### src/rtl/cpu_pkg.sv
`default_nettype none
// ============================================================================
// Module      : cpu_pkg
// Description : Shared state encoding, opcode and ALU-operation constants
//               for the multi-cycle CPU control path.
// Revision    : 1.0 - initial release
// ============================================================================
package cpu_pkg;

    typedef enum logic [4:0] {
        ST_IDLE    = 5'd0,
        ST_FETCH1  = 5'd1,
        ST_FETCH1W = 5'd2,
        ST_FETCH2  = 5'd3,
        ST_FETCH2W = 5'd4,
        ST_DECODE  = 5'd5,
        ST_LD1     = 5'd6,
        ST_LD2     = 5'd7,
        ST_ST1     = 5'd8,
        ST_ST2     = 5'd9,
        ST_AL1     = 5'd10,
        ST_AL2     = 5'd11,
        ST_AL3     = 5'd12,
        ST_AL4     = 5'd13,
        ST_AL5     = 5'd14,
        ST_AL6     = 5'd15,
        ST_JMP1    = 5'd16,
        ST_HALT    = 5'd17
    } state_t;

    localparam logic [3:0] C_OP_LOAD  = 4'h0;
    localparam logic [3:0] C_OP_STORE = 4'h1;
    localparam logic [3:0] C_OP_ADD   = 4'h4;
    localparam logic [3:0] C_OP_ADC   = 4'h5;
    localparam logic [3:0] C_OP_SUB   = 4'h6;
    localparam logic [3:0] C_OP_AND   = 4'h7;
    localparam logic [3:0] C_OP_JMP   = 4'h8;
    localparam logic [3:0] C_OP_BRC   = 4'h9;
    localparam logic [3:0] C_OP_HALT  = 4'hF;

    localparam logic [1:0] C_ALUOP_ADD = 2'b00;
    localparam logic [1:0] C_ALUOP_ADC = 2'b01;
    localparam logic [1:0] C_ALUOP_SUB = 2'b10;
    localparam logic [1:0] C_ALUOP_AND = 2'b11;

    // flags are packed {C,Z,N}; select 00 is an unconditional branch
    function automatic logic brc_taken(input logic [1:0] jmpsel, input logic [2:0] flags);
        case (jmpsel)
            2'b01:   brc_taken = flags[2];
            2'b10:   brc_taken = flags[1];
            2'b11:   brc_taken = flags[0];
            default: brc_taken = 1'b1;
        endcase
    endfunction

endpackage
`default_nettype wire

### src/rtl/control_decode.sv
`default_nettype none
// ============================================================================
// Module      : control_decode
// Description : Moore output decoder - maps the current control state to the
//               datapath strobes.
// Revision    : 1.0 - initial release
// ============================================================================
module control_decode
    import cpu_pkg::*;
(
    input  state_t     i_state,
    input  logic [1:0] i_alu_sel,
    output logic       o_pcsrc,
    output logic       o_pcld_en,
    output logic       o_pcout,
    output logic       o_irld_l,
    output logic       o_irld_r,
    output logic       o_dild,
    output logic       o_iraout,
    output logic       o_irdout,
    output logic       o_mout,
    output logic       o_rout,
    output logic       o_alures_out,
    output logic       o_mld,
    output logic       o_mem_write,
    output logic       o_rld,
    output logic       o_reg_write,
    output logic       o_reg_sel,
    output logic       o_regfile_sel,
    output logic       o_ald,
    output logic       o_bld,
    output logic       o_alures_ld,
    output logic       o_czn_ld,
    output logic [1:0] o_aluop,
    output logic       o_halted
);

    assign o_aluop  = i_alu_sel;
    assign o_irdout = 1'b0;

    always_comb begin
        o_pcsrc       = 1'b0;
        o_pcld_en     = 1'b0;
        o_pcout       = 1'b0;
        o_irld_l      = 1'b0;
        o_irld_r      = 1'b0;
        o_dild        = 1'b0;
        o_iraout      = 1'b0;
        o_mout        = 1'b0;
        o_rout        = 1'b0;
        o_alures_out  = 1'b0;
        o_mld         = 1'b0;
        o_mem_write   = 1'b0;
        o_rld         = 1'b0;
        o_reg_write   = 1'b0;
        o_reg_sel     = 1'b0;
        o_regfile_sel = 1'b0;
        o_ald         = 1'b0;
        o_bld         = 1'b0;
        o_alures_ld   = 1'b0;
        o_czn_ld      = 1'b0;
        o_halted      = 1'b0;
        case (i_state)
            ST_FETCH1, ST_FETCH2: begin
                o_pcout = 1'b1;
                o_mld   = 1'b1;
            end
            ST_FETCH1W: begin
                o_mout    = 1'b1;
                o_irld_l  = 1'b1;
                o_pcld_en = 1'b1;
            end
            ST_FETCH2W: begin
                o_mout    = 1'b1;
                o_irld_r  = 1'b1;
                o_dild    = 1'b1;
                o_pcld_en = 1'b1;
            end
            ST_LD1: begin
                o_iraout = 1'b1;
                o_mld    = 1'b1;
            end
            ST_LD2: begin
                o_mout        = 1'b1;
                o_reg_write   = 1'b1;
                o_reg_sel     = 1'b1;
                o_regfile_sel = 1'b1;
            end
            ST_ST1, ST_AL1: begin
                o_rld         = 1'b1;
                o_reg_sel     = 1'b1;
                o_regfile_sel = 1'b1;
            end
            ST_ST2: begin
                o_iraout    = 1'b1;
                o_rout      = 1'b1;
                o_mem_write = 1'b1;
            end
            ST_AL2: begin
                o_rout = 1'b1;
                o_ald  = 1'b1;
            end
            // source accumulator: RegSel stays 0
            ST_AL3: begin
                o_rld         = 1'b1;
                o_regfile_sel = 1'b1;
            end
            ST_AL4: begin
                o_rout = 1'b1;
                o_bld  = 1'b1;
            end
            ST_AL5: begin
                o_alures_ld = 1'b1;
                o_czn_ld    = 1'b1;
            end
            ST_AL6: begin
                o_alures_out  = 1'b1;
                o_reg_write   = 1'b1;
                o_reg_sel     = 1'b1;
                o_regfile_sel = 1'b1;
            end
            ST_JMP1: begin
                o_iraout  = 1'b1;
                o_pcsrc   = 1'b1;
                o_pcld_en = 1'b1;
            end
            ST_HALT: o_halted = 1'b1;
            default: ;
        endcase
    end

endmodule
`default_nettype wire

### src/rtl/control_unit.sv
`default_nettype none
// ============================================================================
// Module      : control_unit
// Description : Multi-cycle CPU control FSM - state register, next-state
//               dispatch and the Moore output decoder.
// Revision    : 1.0 - initial release
// ============================================================================
module control_unit
    import cpu_pkg::*;
(
    input  logic       clk,
    input  logic       rst,
    input  logic [3:0] opcode,
    input  logic [2:0] FlagOut,
    input  logic [1:0] JmpSel,
    output logic       PCsrc,
    output logic       PCldEn,
    output logic       PCout,
    output logic       IRldL,
    output logic       IRldR,
    output logic       DIld,
    output logic       IRAout,
    output logic       IRDout,
    output logic       Mout,
    output logic       Rout,
    output logic       ALUResOut,
    output logic       Mld,
    output logic       MemWrite,
    output logic       Rld,
    output logic       RegWrite,
    output logic       RegSel,
    output logic       RegFileSel,
    output logic       Ald,
    output logic       Bld,
    output logic       ALUResld,
    output logic       CZNld,
    output logic [1:0] ALUOp,
    output logic       halted
);

    state_t r_state;
    state_t w_next;
    logic   r_run;

    // r_run holds the FSM in IDLE for the first edge after release, so the
    // first FETCH1 lands on the second rising edge.
    always_ff @(posedge clk or negedge rst) begin
        if (!rst) begin
            r_run   <= 1'b0;
            r_state <= ST_IDLE;
        end else begin
            r_run   <= 1'b1;
            r_state <= r_run ? w_next : ST_IDLE;
        end
    end

    always_comb begin
        w_next = ST_IDLE;
        case (r_state)
            ST_IDLE:    w_next = ST_FETCH1;
            ST_FETCH1:  w_next = ST_FETCH1W;
            ST_FETCH1W: w_next = ST_FETCH2;
            ST_FETCH2:  w_next = ST_FETCH2W;
            ST_FETCH2W: w_next = ST_DECODE;
            ST_DECODE: begin
                case (opcode)
                    C_OP_LOAD:  w_next = ST_LD1;
                    C_OP_STORE: w_next = ST_ST1;
                    C_OP_ADD, C_OP_ADC, C_OP_SUB, C_OP_AND: w_next = ST_AL1;
                    C_OP_JMP:   w_next = ST_JMP1;
                    C_OP_BRC:   w_next = brc_taken(JmpSel, FlagOut) ? ST_JMP1 : ST_FETCH1;
                    C_OP_HALT:  w_next = ST_HALT;
                    default:    w_next = ST_FETCH1;
                endcase
            end
            ST_LD1:  w_next = ST_LD2;
            ST_ST1:  w_next = ST_ST2;
            ST_AL1:  w_next = ST_AL2;
            ST_AL2:  w_next = ST_AL3;
            ST_AL3:  w_next = ST_AL4;
            ST_AL4:  w_next = ST_AL5;
            ST_AL5:  w_next = ST_AL6;
            ST_LD2, ST_ST2, ST_AL6, ST_JMP1: w_next = ST_FETCH1;
            ST_HALT: w_next = ST_HALT;
            default: w_next = ST_IDLE;
        endcase
    end

    control_decode u_decode (
        .i_state       (r_state),
        .i_alu_sel     (opcode[1:0]),
        .o_pcsrc       (PCsrc),
        .o_pcld_en     (PCldEn),
        .o_pcout       (PCout),
        .o_irld_l      (IRldL),
        .o_irld_r      (IRldR),
        .o_dild        (DIld),
        .o_iraout      (IRAout),
        .o_irdout      (IRDout),
        .o_mout        (Mout),
        .o_rout        (Rout),
        .o_alures_out  (ALUResOut),
        .o_mld         (Mld),
        .o_mem_write   (MemWrite),
        .o_rld         (Rld),
        .o_reg_write   (RegWrite),
        .o_reg_sel     (RegSel),
        .o_regfile_sel (RegFileSel),
        .o_ald         (Ald),
        .o_bld         (Bld),
        .o_alures_ld   (ALUResld),
        .o_czn_ld      (CZNld),
        .o_aluop       (ALUOp),
        .o_halted      (halted)
    );

endmodule
`default_nettype wire

### config.mk
export PLATFORM = sky130hd
export DESIGN_NAME = control_unit
export DESIGN_NICKNAME = d
export VERILOG_FILES = /design/src/rtl/cpu_pkg.sv /design/src/rtl/control_decode.sv /design/src/rtl/control_unit.sv
export SDC_FILE = /design/constraint.sdc
export NUM_CORES = 1
export LEC_CHECK = 0
export ABC_AREA = 1
export CAP_MARGIN = 15
export CORE_AREA = 2 2 39 41
export CTS_BUF_LIST = sky130_fd_sc_hd__clkbuf_16
export DETAILED_ROUTE_END_ITERATION = 6
export DIE_AREA = 0 0 41 43
export DONT_BUFFER_PORTS = 1
export MAX_ROUTING_LAYER = met4
export PLACE_DENSITY = 0.77
export SETUP_SLACK_MARGIN = 0.5
export SYNTH_ARGS = -nofsm -noshare
export SYNTH_HDL_FRONTEND = slang
export SYNTH_SLANG_ARGS = --single-unit
### constraint.sdc
create_clock -name clk -period 1.67 [get_ports clk]
set_input_delay 0.334 -clock clk [delete_from_list [all_inputs] [get_ports clk]]
set_output_delay 0.334 -clock clk [all_outputs]
set_load 0.01 [all_outputs]
==> flow_metrics.env <==
export IMPL_path_cells="inv_4, buf_4, nand3_1, nand3_2"
export IMPL_dr_wl_met2_um=1540
export IMPL_nNetsFinal=158
export IMPL_grt_antenna_before_repair=0
export IMPL_num_io_pins=35
export IMPL_die_width_um=41
export IMPL_met3WireLength_um=290
export IMPL_netlist_area_um2=693
export IMPL_ys_ff_latch=6
export IMPL_status="finished with violations"
export IMPL_synth_area_leader_cell="dfrtp_1"
export IMPL_wl_um=3060
export IMPL_cts_sinks=6
export IMPL_drive_above_1_share_pct=56.8
export IMPL_p_per_area_nw_per_um2=1310
export IMPL_grt_pass1_vias=768
export IMPL_grt_ovfl_total=0
export IMPL_min_to="r_state[2]"
export IMPL_firstDrtPassIters=4
export IMPL_reg2reg_from="r_state[3]"
export IMPL_start_util_pct=50.1
export IMPL_timing_final_crit_period_ps=1710
export IMPL_yosysWarnings=0
export IMPL_p_leak_nw=0.613
export IMPL_drc=0
export IMPL_dp_slack_ps=195
export IMPL_synthDistinctLibCells=22
export IMPL_n_antenna_cell=0
export IMPL_tns_ps=-186
export IMPL_avgRoutedWirePerCell_um=18.9
export IMPL_num_vias=939
export IMPL_wl_met1_um=1120
export IMPL_worst_ir_drop_vdd_mv=1.08
export IMPL_holdPathStages=3
export IMPL_max_cap_viol_count=0
export IMPL_fmax_mhz=585
export IMPL_synth_nets=134
export IMPL_finalNonFillerCells=162
export IMPL_timing_final_crit_share_pct=102
export IMPL_fin_area_um2=1210
export IMPL_hpwl_um=1360
export IMPL_fin_ws_ps=-39.3
export IMPL_top_layer="met4"
export IMPL_grt_pass1_wl_um=3270
export IMPL_path_max_fanout=3
export IMPL_cts_buffers=3
export IMPL_viasPerCell=5.80
export IMPL_netlist_instances=123
export IMPL_clk_latency_ps=230
export IMPL_dp_cells=134
export IMPL_die_area_um2=1760
export IMPL_maxSlewViolCount=0
export IMPL_avgSynthCellArea_um2=5.64
export IMPL_rows=14
export IMPL_r2r_slack_ps=50
export IMPL_end_kind="output pin"
export IMPL_yosysTopAreaCellShare_pct=21.7
export IMPL_slowest_delay_ps=450
export IMPL_min_path_type="in2reg"
export IMPL_arrival_ps=1380
export IMPL_hold_start="opcode[2]"
export IMPL_ys_seq_area_share_pct=21.7
export IMPL_drtIter0Drc=35
export IMPL_setup_viol=6
export IMPL_failed_checks="setup timing"
export IMPL_reg2reg_to="r_state[0]"
export IMPL_cts_root_buffer="clkbuf_16"
export IMPL_crit_path_start_kind="register"
export IMPL_coreArea_um2=1380
export IMPL_hold_ws_ps=288
export IMPL_rsz0062_at_grt="yes"
export IMPL_grt_usage_pct=28.2
export IMPL_grt_max_degree=7
export IMPL_required_ps=1340
export IMPL_htree_levels=1
export IMPL_tritoncts="yes"
export IMPL_finClkSkew_ps=4.57
export IMPL_synthTopCellsByArea="dfrtp_1 (22%), nand2_1 (17%), nor2_1 (13%), inv_1 (9.2%), nand3_1 (7.9%)"
export IMPL_die_y_um=43
export IMPL_place_congestion=0.799
export IMPL_p_total_mw=1.59
export IMPL_clk_pin_slew_ps=40
export IMPL_reg2regPathDepth=9
export IMPL_numPortBuffers=0
export IMPL_placed_cell_area_um2=748
export IMPL_worstSetupPathType="reg2out"
export IMPL_final_util_pct=87.7
export IMPL_cp_slowest_cell="dfrtp_2"
export IMPL_clk_path_buf_depth=2
export IMPL_fillers=78
export IMPL_hold_viol_final=0
export IMPL_area_growth_pct=75.1
export IMPL_ant_nets=0
==> worst max-delay path by stage <==
stage / start / to / depth (start not counted)
final: r_state[4] / RegFileSel / 4
after global routing: r_state[0] / IRAout / 6
after CTS: r_state[2] / PCldEn / 6
after detailed placement: r_state[1] / PCldEn / 5
after global placement: r_state[1] / IRAout / 5
after floorplan: r_state[3] / PCldEn / 6
==> state kept, by name (all words and copies together), names as in the netlist <==
name,cells
r_run,1
r_state,5
==> cell type report <==
class	count	area, um^2	area share [%]
flip-flops and latches	6	156	12.9
multi-input cells	91	646	53.2
clock buffers	3	75.1	6.19
inverters	21	93.8	7.73
clock inverters	1	3.75	0.309
well taps	16	20.0	1.65
repair buffers	24	219	18.0
==> Yosys cell counts (all sizes together) <==
cell type  count
a21boi         1
o21ai          2
a31oi          1
a21oi          3
nor2          30
dfrtp          6
nand3         11
nand2         34
o21a           1
buf            5
o22ai          1
conb           2
nor3           3
inv           21
o21bai         1
or2            1
==> placed cells by master, fill, tap and decap left out, types with 6 or more instances in the layout <==
| cell | instances |
|---|---|
| buf_4 | 18 |
| inv_1 | 11 |
| inv_2 | 6 |
| nand2_1 | 21 |
| nand2_2 | 6 |
| nand2_4 | 6 |
| nand3_1 | 9 |
| nor2_1 | 12 |
| nor2_2 | 6 |
| nor2_4 | 12 |
==> kinds of logic after synthesis <==
| family | share of synthesized area (%) |
|---|---|
| AND/OR/NAND/NOR | 50.7 |
| buffers and inverters | 16.8 |
| AO/OA/AOI/OAI | 9.75 |
| flip-flops | 21.7 |
| other | 1.08 |
==> what timing repair did <==
item	4_1_cts	5_1_grt
cloned	0	0
hold buffers	1	0
gates resized for setup	30	20
setup buffers	19	4
pin swaps	11	7
endpoints found under the setup margin	26	26
endpoints found under the hold margin	6	0
==> layer usage <==
layer / track usage [%] / vias to the layer above
met5: - / -
met4: 9.33 / 0
met3: 4.71 / 14
met2: 49.7 / 75
met1: 29.7 / 433
li1: - / 417
==> critical path: cells and delay by family, from the launching register on <==
kind / cells / cell delay [ps]
flops: 1 / 450
simple gates: 2 / 450
buf+inv: 2 / 240
==> report_power, final <==
| part | internal [mW] | switching [mW] | leakage [nW] | total, mW |
|---|---|---|---|---|
| registers | 0.180 | 0.0704 | 0.0715 | 0.251 |
| logic | 0.353 | 0.588 | 0.499 | 0.941 |
| clock network | 0.311 | 0.0874 | 0.0423 | 0.398 |
Note: power is estimated with default switching activity, not from simulation.
